[src/rtl/ysyx_23060061_mem_arbiter.sv]
// ysyx_23060061_mem_arbiter: IFU/LSU round-robin arbiter
// onto a single valid/ready memory port, one transaction in flight.
module ysyx_23060061_mem_arbiter #(
  parameter int ADDR_W = 32,
  parameter int DATA_W = 32
) (
  input  logic                clk,
  input  logic                rst,
  input  logic                ifu_req_valid,
  output logic                ifu_req_ready,
  input  logic [ADDR_W-1:0]   ifu_addr,
  output logic                ifu_rsp_valid,
  input  logic                ifu_rsp_ready,
  output logic [DATA_W-1:0]   ifu_rdata,
  input  logic                lsu_req_valid,
  output logic                lsu_req_ready,
  input  logic [ADDR_W-1:0]   lsu_addr,
  input  logic                lsu_wen,
  input  logic [DATA_W-1:0]   lsu_wdata,
  input  logic [DATA_W/8-1:0] lsu_wmask,
  output logic                lsu_rsp_valid,
  input  logic                lsu_rsp_ready,
  output logic [DATA_W-1:0]   lsu_rdata,
  output logic                mem_req_valid,
  input  logic                mem_req_ready,
  output logic [ADDR_W-1:0]   mem_addr,
  output logic                mem_wen,
  output logic [DATA_W-1:0]   mem_wdata,
  output logic [DATA_W/8-1:0] mem_wmask,
  input  logic                mem_rsp_valid,
  output logic                mem_rsp_ready,
  input  logic [DATA_W-1:0]   mem_rdata,
  output logic                busy,
  output logic                owner
);

  typedef enum logic [1:0] {
    IDLE,
    ISSUE,
    WAIT,
    RESP
  } state_t;

  state_t state_q, state_d;

  logic owner_q;
  logic last_q;
  logic gnt_ifu;
  logic gnt_lsu;
  logic rsp_take;

  logic [ADDR_W-1:0]   addr_q;
  logic                wen_q;
  logic [DATA_W-1:0]   wdata_q;
  logic [DATA_W/8-1:0] wmask_q;
  logic [DATA_W-1:0]   rdata_q;

  // next state and grant decode; a tie goes to whoever did not finish last
  always_comb begin
    state_d  = state_q;
    gnt_ifu  = 1'b0;
    gnt_lsu  = 1'b0;
    rsp_take = owner_q ? lsu_rsp_ready : ifu_rsp_ready;
    unique case (state_q)
      IDLE: begin
        gnt_lsu = lsu_req_valid &
                  (~ifu_req_valid | ~last_q);
        gnt_ifu = ifu_req_valid &
                  (~lsu_req_valid | last_q);
        if (gnt_ifu | gnt_lsu)
          state_d = ISSUE;
      end
      ISSUE: begin
        if (mem_req_ready)
          state_d = WAIT;
      end
      WAIT: begin
        if (mem_rsp_valid)
          state_d = RESP;
      end
      RESP: begin
        if (rsp_take)
          state_d = IDLE;
      end
      default: state_d = IDLE;
    endcase
  end

  // state, ownership and round-robin history
  always_ff @(posedge clk) begin
    if (!rst) begin
      state_q <= IDLE;
      owner_q <= 1'b0;
      last_q  <= 1'b0;
    end else begin
      state_q <= state_d;
      if (gnt_lsu)
        owner_q <= 1'b1;
      else if (gnt_ifu)
        owner_q <= 1'b0;
      if (state_q == RESP && rsp_take)
        last_q <= owner_q;
    end
  end

  // request payload latched at grant, response latched in WAIT
  always_ff @(posedge clk) begin
    if (!rst) begin
      addr_q  <= '0;
      wen_q   <= 1'b0;
      wdata_q <= '0;
      wmask_q <= '0;
      rdata_q <= '0;
    end else begin
      if (gnt_lsu) begin
        addr_q  <= lsu_addr;
        wen_q   <= lsu_wen;
        wdata_q <= lsu_wdata;
        wmask_q <= lsu_wmask;
      end else if (gnt_ifu) begin
        addr_q  <= ifu_addr;
        wen_q   <= 1'b0;
        wdata_q <= '0;
        wmask_q <= '0;
      end
      if (state_q == WAIT && mem_rsp_valid)
        rdata_q <= mem_rdata;
    end
  end

  assign ifu_req_ready = gnt_ifu;
  assign lsu_req_ready = gnt_lsu;

  assign mem_req_valid = (state_q == ISSUE);
  assign mem_rsp_ready = (state_q == WAIT);
  assign mem_addr      = addr_q;
  assign mem_wen       = wen_q;
  assign mem_wdata     = wdata_q;
  assign mem_wmask     = wmask_q;

  assign ifu_rsp_valid = (state_q == RESP) & ~owner_q;
  assign lsu_rsp_valid = (state_q == RESP) & owner_q;
  assign ifu_rdata     = rdata_q;
  assign lsu_rdata     = rdata_q;

  assign busy  = (state_q != IDLE);
  assign owner = owner_q;

endmodule

[config.mk]
export PLATFORM = sky130hd
export DESIGN_NAME = ysyx_23060061_mem_arbiter
export DESIGN_NICKNAME = d
export VERILOG_FILES = /design/src/rtl/ysyx_23060061_mem_arbiter.sv
export SDC_FILE = /design/constraint.sdc
export NUM_CORES = 1
export LEC_CHECK = 0
export CORE_MARGIN = 3
export CORE_UTILIZATION = 40
export CTS_CLUSTER_DIAMETER = 100
export DETAILED_ROUTE_END_ITERATION = 8
export GPL_TIMING_DRIVEN = 0
export PLACE_DENSITY = 0.95
export SLEW_MARGIN = 20
export SYNTH_ARGS = -nofsm -noshare
export SYNTH_HDL_FRONTEND = slang
export SYNTH_SLANG_ARGS = --single-unit
[constraint.sdc]
create_clock -name clk -period 3.3 [get_ports clk]
set_input_delay 0.99 -clock clk [delete_from_list [all_inputs] [get_ports clk]]
set_output_delay 0.99 -clock clk [all_outputs]
set_load 0.02 [all_outputs]
==> results of run 1 <==
critical path, stage by stage:
cell and delay (ns):
clkdlybuf4s50_1 0.60, nor2b_1 0.20, nor2_1 0.06, dlygate4sd2_1 0.31
synthesized netlist by cell type:
library cell	number	area share, %
a2111oi_2	1	0.33
a21boi_0	32	5.3
a21o_1	1	0.16
a22oi_1	1	0.16
a31oi_1	32	4.4
a32oi_1	37	7.1
and2_1	3	0.41
and2_2	1	0.16
and2b_2	1	0.19
buf_2	12	1.3
buf_4	33	5.4
buf_6	2	0.49
clkbuf_1	34	2.8
dfxtp_1	105	46
ha_1	5	1.4
inv_1	3	0.25
mux2i_1	3	0.66
nand2_1	72	5.9
nand3_1	32	3.5
nor2_1	2	0.16
nor2b_1	41	5.6
nor3b_1	1	0.16
o21a_1	3	0.49
o21ai_0	65	7.1
o21ai_2	1	0.19
power breakdown:
group | leakage (nW) | switching (mW) | internal, mW
sequential | 0.860 | 0.169 | 1.56
combinational | 1.82 | 1.19 | 1.06
clock | 0.150 | 0.503 | 0.620
routing by layer:
| metal | GRT usage [%] | up-vias |
|---|---|---|
| met5 | 0 | - |
| met4 | 6.81 | 0 |
| met3 | 7.44 | 26 |
| met2 | 44.1 | 214 |
| met1 | 28.9 | 2288 |
| li1 | - | 2405 |
registers in the layout, indices dropped and copies added (netlist names):
signal	cells
state_q	2
mem_wdata	32
mem_wen	1
owner	1
ifu_rdata	32
mem_wmask	4
last_q	1
mem_addr	32
metrics by stage:
step                instance area (µm²)  cells  utilization, %
detailed placement                 7530    943            68.6
global route                       7840    959            71.4
floorplan                          4550    523               -
finish                             7840    959            71.4
CTS                                7840    959            71.4
global placement                   7530    943            68.6
cell type report:
type	instances	area, µm²	share of cell area (%)
Multi-Input combinational cell	334	1980	25.3
Sequential cell	105	2100	26.8
Timing Repair Buffer	280	2800	35.7
Tap cell	140	175	2.23
Clock buffer	10	239	3.05
Buffer	81	458	5.84
Clock inverter	6	72.6	0.926
Inverter	3	11.3	0.144
worst paths after layout:
check	startpoint	slack [ns]	cells after the start	to
hold reg to reg	ifu_rdata[28]$_SDFFE_PN0P_	0.48	2	ifu_rdata[28]$_SDFFE_PN0P_
hold / removal	ifu_rdata[28]$_SDFFE_PN0P_	0.48	2	ifu_rdata[28]$_SDFFE_PN0P_
setup / recovery	lsu_req_valid	0.14	4	ifu_req_ready
setup reg to reg	state_q[0]$_SDFFE_PN0P_	1.40	7	mem_addr[13]$_SDFFE_PN0P_
cell families after synthesis:
logic type / share of synthesized area [%]
flip-flops: 46.2
AND/OR/NAND/NOR: 16.2
AO/OA/AOI/OAI: 25.3
buffers and inverters: 10.3
adder cells (fa/ha/maj): 1.37
multiplexers: 0.660
timing repair:
action,4_1_cts,5_1_grt
gates resized for setup,4,2
endpoints found under the setup margin,2,1
gates cloned,0,0
==> results.txt, run 1 <==
Worst Setup End Kind: primary output
Commonest non-fill, non-tap cell in the layout: clkdlybuf4s50_1
Post-route DRC: 0
Vias: 4,933
Pwr Total: 5.09 mW
Fmax: 317 MHz
Pre-antenna DRT Iters: 4
ANT nets after route: 0
# IOs: 282
Post-Syn Area: 4550 µm²
Metal3 WL: 1.43 mm
Fill cell count: 803
Hold-fix buffers, CTS: 0
GR Overflow Total: 0
Slew @ Worst Pin: 0.537 ns
Avg Cell Area, Syn: 8.70 µm²
Root buffer cell: clkbuf_16
CTS Sinks: 105
Worst-path fanout max: 6
Number of global-route vias before repair: 5,127
Std-Cell Core Area: 11,000 µm²
CP Class: in -> out
Pins Over Slew Limit: 0
Pleak: 2.83 nW
Crit path arrival time: 2.17 ns
Skew final: 0.0144 ns
Hold crit path type: reg -> reg
DR WL/cell: 17.0 µm
Die ar.: 12,700 µm²
Die width: 113 µm
Final Hold Fails: 0
Max transition margin: 64.2%
DR top layer: met4
H-Tree Depth: 3
Setup slack at placement: -0.316 ns
Netlist cell types: 25
Synth warn: 0
VDD IR-drop max: 0.389 mV
Initial Util: 41.4%
Outcome: finished, final reports clean
CTS Buf Count: 9
Routed vias/inst: 5.14
IO buf count: 280
Chip height: 113 µm
Worst path required time: 2.31 ns
Tcrit/Tclk final: 95.7%
Setup_tns: 0 ns
Worst Slack Setup Final: 0.143 ns
Cells after synthesis: 523
Diode count: 0
Final min period: 3.16 ns
WHS: 0.483 ns
CTS tree: yes
CTS clk-pin slew, worst paths: 0.08 ns
Clock tree buffer depth: 2
Layout Nets: 960
Syn nets: 669
Layout cells sized above 1: 8.55%
Number of max-cap violations: 0
DRT iter0 DRCs: 326
DR WL met2: 8.23 mm
Met1 WL: 6.31 mm
Seq cells post-synth: 105
RSZ-0062 raised after global routing: false
Rows: 38
Largest net degree at the start of global routing: 19
Area grow syn2layout: 72.2%
# setup viols final: 0
Setup Buffers After CTS: 0
Sequential share of the synthesized area: 46.2%
Initial antenna violation count: 0
Gpl congestion: 0.892
First-pass GRT wire length: 25.9 mm
DP HPWL: 12.7 mm
GRT Total Usage: 24.8%
Crit path launch type: input pin
Final WL: 16.3 mm
Commonest cells after routing, fill and taps aside: 278 x clkdlybuf4s50_1, 105 x dfxtp_1, 71 x nand2_1, 65 x o21ai_0, 41 x nor2b_1
Worst skew pair latency: 0.34 ns
PwrDens: 649 nW/µm²
Power figures use the tool's default switching activity.
==> run 2: changes to the inputs <==
--- a/config.mk
+++ b/config.mk
@@ -6,11 +6,12 @@
 export NUM_CORES = 1
 export LEC_CHECK = 0
 export CORE_MARGIN = 3
-export CORE_UTILIZATION = 40
+export CORE_UTILIZATION = 34
 export CTS_CLUSTER_DIAMETER = 100
+export CTS_CLUSTER_SIZE = 8
 export DETAILED_ROUTE_END_ITERATION = 8
 export GPL_TIMING_DRIVEN = 0
-export PLACE_DENSITY = 0.95
+export PLACE_DENSITY = 0.87
 export SLEW_MARGIN = 20
 export SYNTH_ARGS = -nofsm -noshare
 export SYNTH_HDL_FRONTEND = slang
==> constraint.sdc (replaced) <==
create_clock -name clk -period 2.5 [get_ports clk]
set_input_delay 0.75 -clock clk [delete_from_list [all_inputs] [get_ports clk]]
set_output_delay 0.75 -clock clk [all_outputs]
set_load 0.02 [all_outputs]
==> run 2 against run 1 <==
Die area grew 17%. Final cell count grew 3.3%. First-iteration DRC count shrank 21%. Clock-buffer cell count rose by 1. Register-to-register slack worse by 0.76 ns. Highest routed layer unchanged. Critical endpoint is now lsu_req_ready. Power up 31%.
==> results.txt, run 2 (synthesis results as in run 1) <==
Worst skew pair latency: 0.35 ns
DP HPWL: 12.8 mm
Layout Nets: 960
CTS clk-pin slew, worst paths: 0.07 ns
Commonest cells after routing, fill and taps aside: 272 x clkdlybuf4s50_1, 105 x dfxtp_1, 71 x nand2_1, 65 x o21ai_0, 41 x nor2b_1
Post-route DRC: 0
Hold crit path type: reg -> reg
PwrDens: 844 nW/µm²
Slowest stage delay, CP: 0.30 ns
IO buf count: 280
Std-Cell Core Area: 12,900 µm²
Placed Area: 7570 µm²
CTS Buf Count: 9
RSZ-0062 raised after global routing: false
CP Cell Sequence: clkdlybuf4s15_1, nand2_2, nor2_2, clkdlybuf4s15_2
Register area: 2100 µm²
Post-route insts no fill: 991
Root buffer cell: clkbuf_16
Pre-antenna DRT Iters: 4
DR WL/cell: 16.9 µm
Outcome: finished, final reports clean
Max transition margin: 63.5%
Number of max-cap violations: 0
Number of global-route vias before repair: 5,016
Rows: 41
Die ar.: 14,800 µm²
Final min period: 2.42 ns
Fmax: 413 MHz
Final instance area: 7880 µm²
Die width: 122 µm
GRT Total Usage: 21.7%
Critical path's slowest cell: clkdlybuf4s15_1
Worst Setup End Kind: primary output
Hold-fix buffers, CTS: 0
CTS tree: yes
CP Class: in -> out
Skew final: 0.00604 ns
Fill cell count: 1,085
VDD IR-drop max: 0.490 mV
WHS: 0.485 ns
Pleak: 2.84 nW
Worst-path fanout max: 6
Area of the multi-input gates: 2000 µm²
GR Overflow Total: 0
# setup viols final: 0
# IOs: 282
Routed vias/inst: 5.03
Setup slack at placement: -0.678 ns
Largest net degree at the start of global routing: 18
Diode count: 0
Crit path launch type: input pin
Final Hold Fails: 0
Final WL: 16.7 mm
Tcrit/Tclk final: 96.9%
Initial antenna violation count: 0
Crit path arrival time: 1.67 ns
Layout cells sized above 1: 8.91%
ANT nets after route: 0
Worst Slack Setup Final: 0.0779 ns
Chip height: 122 µm
Slew @ Worst Pin: 0.548 ns
DRT iter0 DRCs: 257
Clock tree buffer depth: 2
Cell count after placement: 975
Cell family with most CP delay: buffers and inverters
Pins Over Slew Limit: 0
First-pass GRT wire length: 25.4 mm
Initial Util: 35.4%
Area grow syn2layout: 73.1%
CTS Sinks: 105
Worst path required time: 1.75 ns
Gpl congestion: 0.769
Buf/Inv on CP: 2
Vias: 4,985
Commonest non-fill, non-tap cell in the layout: clkdlybuf4s50_1
H-Tree Depth: 3
[run 2: cell count changes in the layout (fill, tap and decap cells not counted), sizes merged]
cell and change:
bufinv -1, clkdlybuf4s15 +2, clkdlybuf4s50 -6, clkinvlp +1
dlygate4sd2 +4, dlymetal6s2s +1, inv -1
[run 2: repair_timing]
action / 4_1_cts / 5_1_grt
gates resized for setup: 14 / 4
setup buffers: 0 / 0
setup endpoints to repair: 5 / 2
pin swaps: 0 / 0
[run 2: report_power, final]
group	internal [mW]	leakage (nW)	switching [mW]
clock	0.736	0.139	0.652
sequential	2.05	0.860	0.222
combinational	1.40	1.85	1.58
total	4.19	2.84	2.45
[run 2: layout make-up]
cell class / count / area share (%)
Clock inverter: 5 / 0.476
Sequential cell: 105 / 26.7
Tap cell: 172 / 2.73
Inverter: 3 / 0.143
Buffer: 81 / 5.81
Timing Repair Buffer: 280 / 35.5
Multi-Input combinational cell: 334 / 25.4
Clock buffer: 11 / 3.21
[run 2: metrics by stage]
step	setup TNS, ns	util [%]	total power, mW
floorplan	0	-	3.82
global placement	-1.11	58.8	5.24
detailed placement	-1.61	58.8	5.28
CTS	0	61.1	6.68
global route	0	61.2	6.99
finish	0	61.2	6.65
[run 2: path summary, 6_finish.rpt]
| check | start | end | slack, ns | cells after the start |
|---|---|---|---|---|
| max | lsu_req_valid | lsu_req_ready | 0.08 | 4 |
| min reg2reg | ifu_rdata[11]$_SDFFE_PN0P_ | ifu_rdata[11]$_SDFFE_PN0P_ | 0.48 | 2 |
| max reg2reg | state_q[0]$_SDFFE_PN0P_ | mem_addr[28]$_SDFFE_PN0P_ | 0.64 | 7 |
| min | ifu_rdata[11]$_SDFFE_PN0P_ | ifu_rdata[11]$_SDFFE_PN0P_ | 0.48 | 2 |
[run 2: tightest hold or removal path, stage by stage, from the launching register on]
cell and delay [ns]:
dfxtp_1 0.32, nand2_1 0.05, a21boi_0 0.07
[run 2: per-layer routing]
metal  track usage, %  wire, µm
met4             4.76       198
met5                0         0
met1             23.4      6360
met2             39.1      8340
met3             9.66      1820
==> run 3: changes to the inputs <==
--- a/config.mk
+++ b/config.mk
@@ -5,13 +5,15 @@
 export SDC_FILE = /design/constraint.sdc
 export NUM_CORES = 1
 export LEC_CHECK = 0
+export ABC_AREA = 0
 export CORE_MARGIN = 3
-export CORE_UTILIZATION = 34
+export CORE_UTILIZATION = 37
 export CTS_CLUSTER_DIAMETER = 100
 export CTS_CLUSTER_SIZE = 8
 export DETAILED_ROUTE_END_ITERATION = 8
 export GPL_TIMING_DRIVEN = 0
-export PLACE_DENSITY = 0.87
+export PLACE_DENSITY = 0.9
+export SKIP_LAST_GASP = 1
 export SLEW_MARGIN = 20
 export SYNTH_ARGS = -nofsm -noshare
 export SYNTH_HDL_FRONTEND = slang
==> constraint.sdc (replaced) <==
create_clock -name clk -period 2.65 [get_ports clk]
set_input_delay 0.795 -clock clk [delete_from_list [all_inputs] [get_ports clk]]
set_output_delay 0.795 -clock clk [all_outputs]
set_load 0.02 [all_outputs]
==> run 3 against run 2 <==
Hold slack worse by 0.0039 ns. Power down 4.3%. Non-clock buffer count unchanged. Design area down 0.32%. Global-route usage up 1.5 points. Critical path depth unchanged. Routed wire length up 0.29%. First-iteration DRC count up 23%. Critical path type unchanged.
==> results.txt, run 3 (synthesis results as in run 1) <==
Outcome: finished, final reports clean
First-pass GRT wire length: 24.6 mm
Cell family with most CP delay: buffers and inverters
Worst Setup End Kind: primary output
Crit path arrival time: 1.76 ns
Layout cells sized above 1: 8.67%
GR Overflow Total: 0
Gpl congestion: 0.853
WHS: 0.481 ns
CTS Sinks: 105
M3 GR Usage: 8.17%
Final instance area: 7860 µm²
Pins Over Slew Limit: 0
Setup slack at placement: -0.620 ns
CTS clk-pin slew, worst paths: 0.06 ns
ANT nets after route: 0
DP HPWL: 12.8 mm
Commonest cells after routing, fill and taps aside: 275 x clkdlybuf4s50_1, 105 x dfxtp_1, 71 x nand2_1, 65 x o21ai_0, 41 x nor2b_1
Fmax: 391 MHz
CTS Buf Count: 9
Worst-path fanout max: 6
Clock tree buffer depth: 2
Setup Buffers After CTS: 0
VDD IR-drop max: 0.467 mV
Routed vias/inst: 5.28
Diode count: 0
Layout Nets: 960
Crit path launch type: input pin
Vias: 5,076
Post-route DRC: 0
Final min period: 2.56 ns
# setup viols final: 0
Pre-antenna DRT Iters: 5
Initial antenna violation count: 0
GRT Total Usage: 23.2%
Rows: 39
Worst skew pair latency: 0.34 ns
PwrDens: 810 nW/µm²
Die ar.: 13,700 µm²
Commonest non-fill, non-tap cell in the layout: clkdlybuf4s50_1
Pleak: 2.84 nW
Placed Area: 7530 µm²
Chip height: 117 µm
IO buf count: 280
Area grow syn2layout: 72.6%
Worst Slack Setup Final: 0.0933 ns
CP Class: in -> out
Hold crit path type: reg -> reg
GRT Max-Usage Layer: met2
Skew final: 0.00342 ns
Slew @ Worst Pin: 0.539 ns
CP Cell Sequence: dlygate4sd2_1, nand2_2, nor2_1, clkdlybuf4s15_2
Global Route met2 Usage: 39.9%
Critical path's slowest cell: dlygate4sd2_1
Slowest stage delay, CP: 0.33 ns
Root buffer cell: clkbuf_16
Die width: 117 µm
Tcrit/Tclk final: 96.5%
Number of max-cap violations: 0
Max transition margin: 64.1%
Met1 Use GR: 25.5%
Worst path required time: 1.86 ns
RSZ-0062 raised after global routing: false
Initial Util: 38.9%
Largest net degree at the start of global routing: 17
Number of global-route vias before repair: 4,749
Buf/Inv on CP: 2
Setup_tns: 0 ns
Final Hold Fails: 0
CTS tree: yes
Final WL: 16.8 mm
# IOs: 282
H-Tree Depth: 3
DRT iter0 DRCs: 316
Std-Cell Core Area: 11,700 µm²
DR WL/cell: 17.4 µm
run 3: cell types whose count changed in the layout (fill, tap and decap cells not counted), sizes merged:
| cell | change |
|---|---|
| bufinv | +2 |
| clkbuf | -1 |
| clkdlybuf4s15 | -1 |
| clkdlybuf4s50 | +3 |
| clkinv | +2 |
| clkinvlp | -1 |
| dlygate4sd2 | -2 |
| inv | -2 |
run 3: layout make-up:
| type | count | area, µm² |
|---|---|---|
| repair buffers | 280 | 2800 |
| fillers | 934 | 3860 |
| clock buffers | 10 | 229 |
| well taps | 143 | 179 |
| inverters | 3 | 11.3 |
| clock inverters | 6 | 82.6 |
| flip-flops and latches | 105 | 2100 |
| multi-input cells | 334 | 1990 |
| plain buffers | 81 | 458 |
run 3: per-stage QoR:
| stage | total power [mW] | cells | util, % |
|---|---|---|---|
| 4_1_cts | 6.39 | 962 | 67.0 |
| 6_report | 6.36 | 962 | 67.1 |
| 3_3_place_gp | 4.93 | 946 | 64.3 |
| 2_1_floorplan | 3.60 | 523 | - |
| 3_5_place_dp | 4.96 | 946 | 64.3 |
| 5_1_grt | 6.68 | 962 | 67.1 |
run 3: repair_timing:
| item | CTS | global route |
|---|---|---|
| endpoints found under the setup margin | 2 | 4 |
| hold buffers | 0 | 0 |
| gates resized for setup | 9 | 3 |
| gates cloned | 0 | 0 |
run 3: metal layers:
metal / vias to the layer above / wire length (µm)
li1: 2412 / -
met1: 2360 / 6100
met2: 272 / 8310
met3: 32 / 1830
met4: 0 / 517
met5: - / 0
run 3: power by group:
group	switching [mW]	internal, mW	total (mW)
clock network	0.582	0.823	1.41
logic	1.48	1.32	2.80
registers	0.218	1.94	2.16
total	2.28	4.08	6.36
run 3: worst paths after layout:
path                            slack [ns]                         end  cells after the start                  startpoint
worst max-delay path                  0.09               lsu_req_ready                      4               lsu_req_valid
worst min-delay path                  0.48  ifu_rdata[16]$_SDFFE_PN0P_                      2  ifu_rdata[16]$_SDFFE_PN0P_
worst max register to register        0.73   mem_addr[31]$_SDFFE_PN0P_                      7     state_q[1]$_SDFFE_PN0P_
worst min register to register        0.48  ifu_rdata[16]$_SDFFE_PN0P_                      2  ifu_rdata[16]$_SDFFE_PN0P_
run 3: tightest hold or removal path, stage by stage (launching register included):
cell and delay (ns):
dfxtp_1 0.32, nand2_1 0.05, a21boi_0 0.06
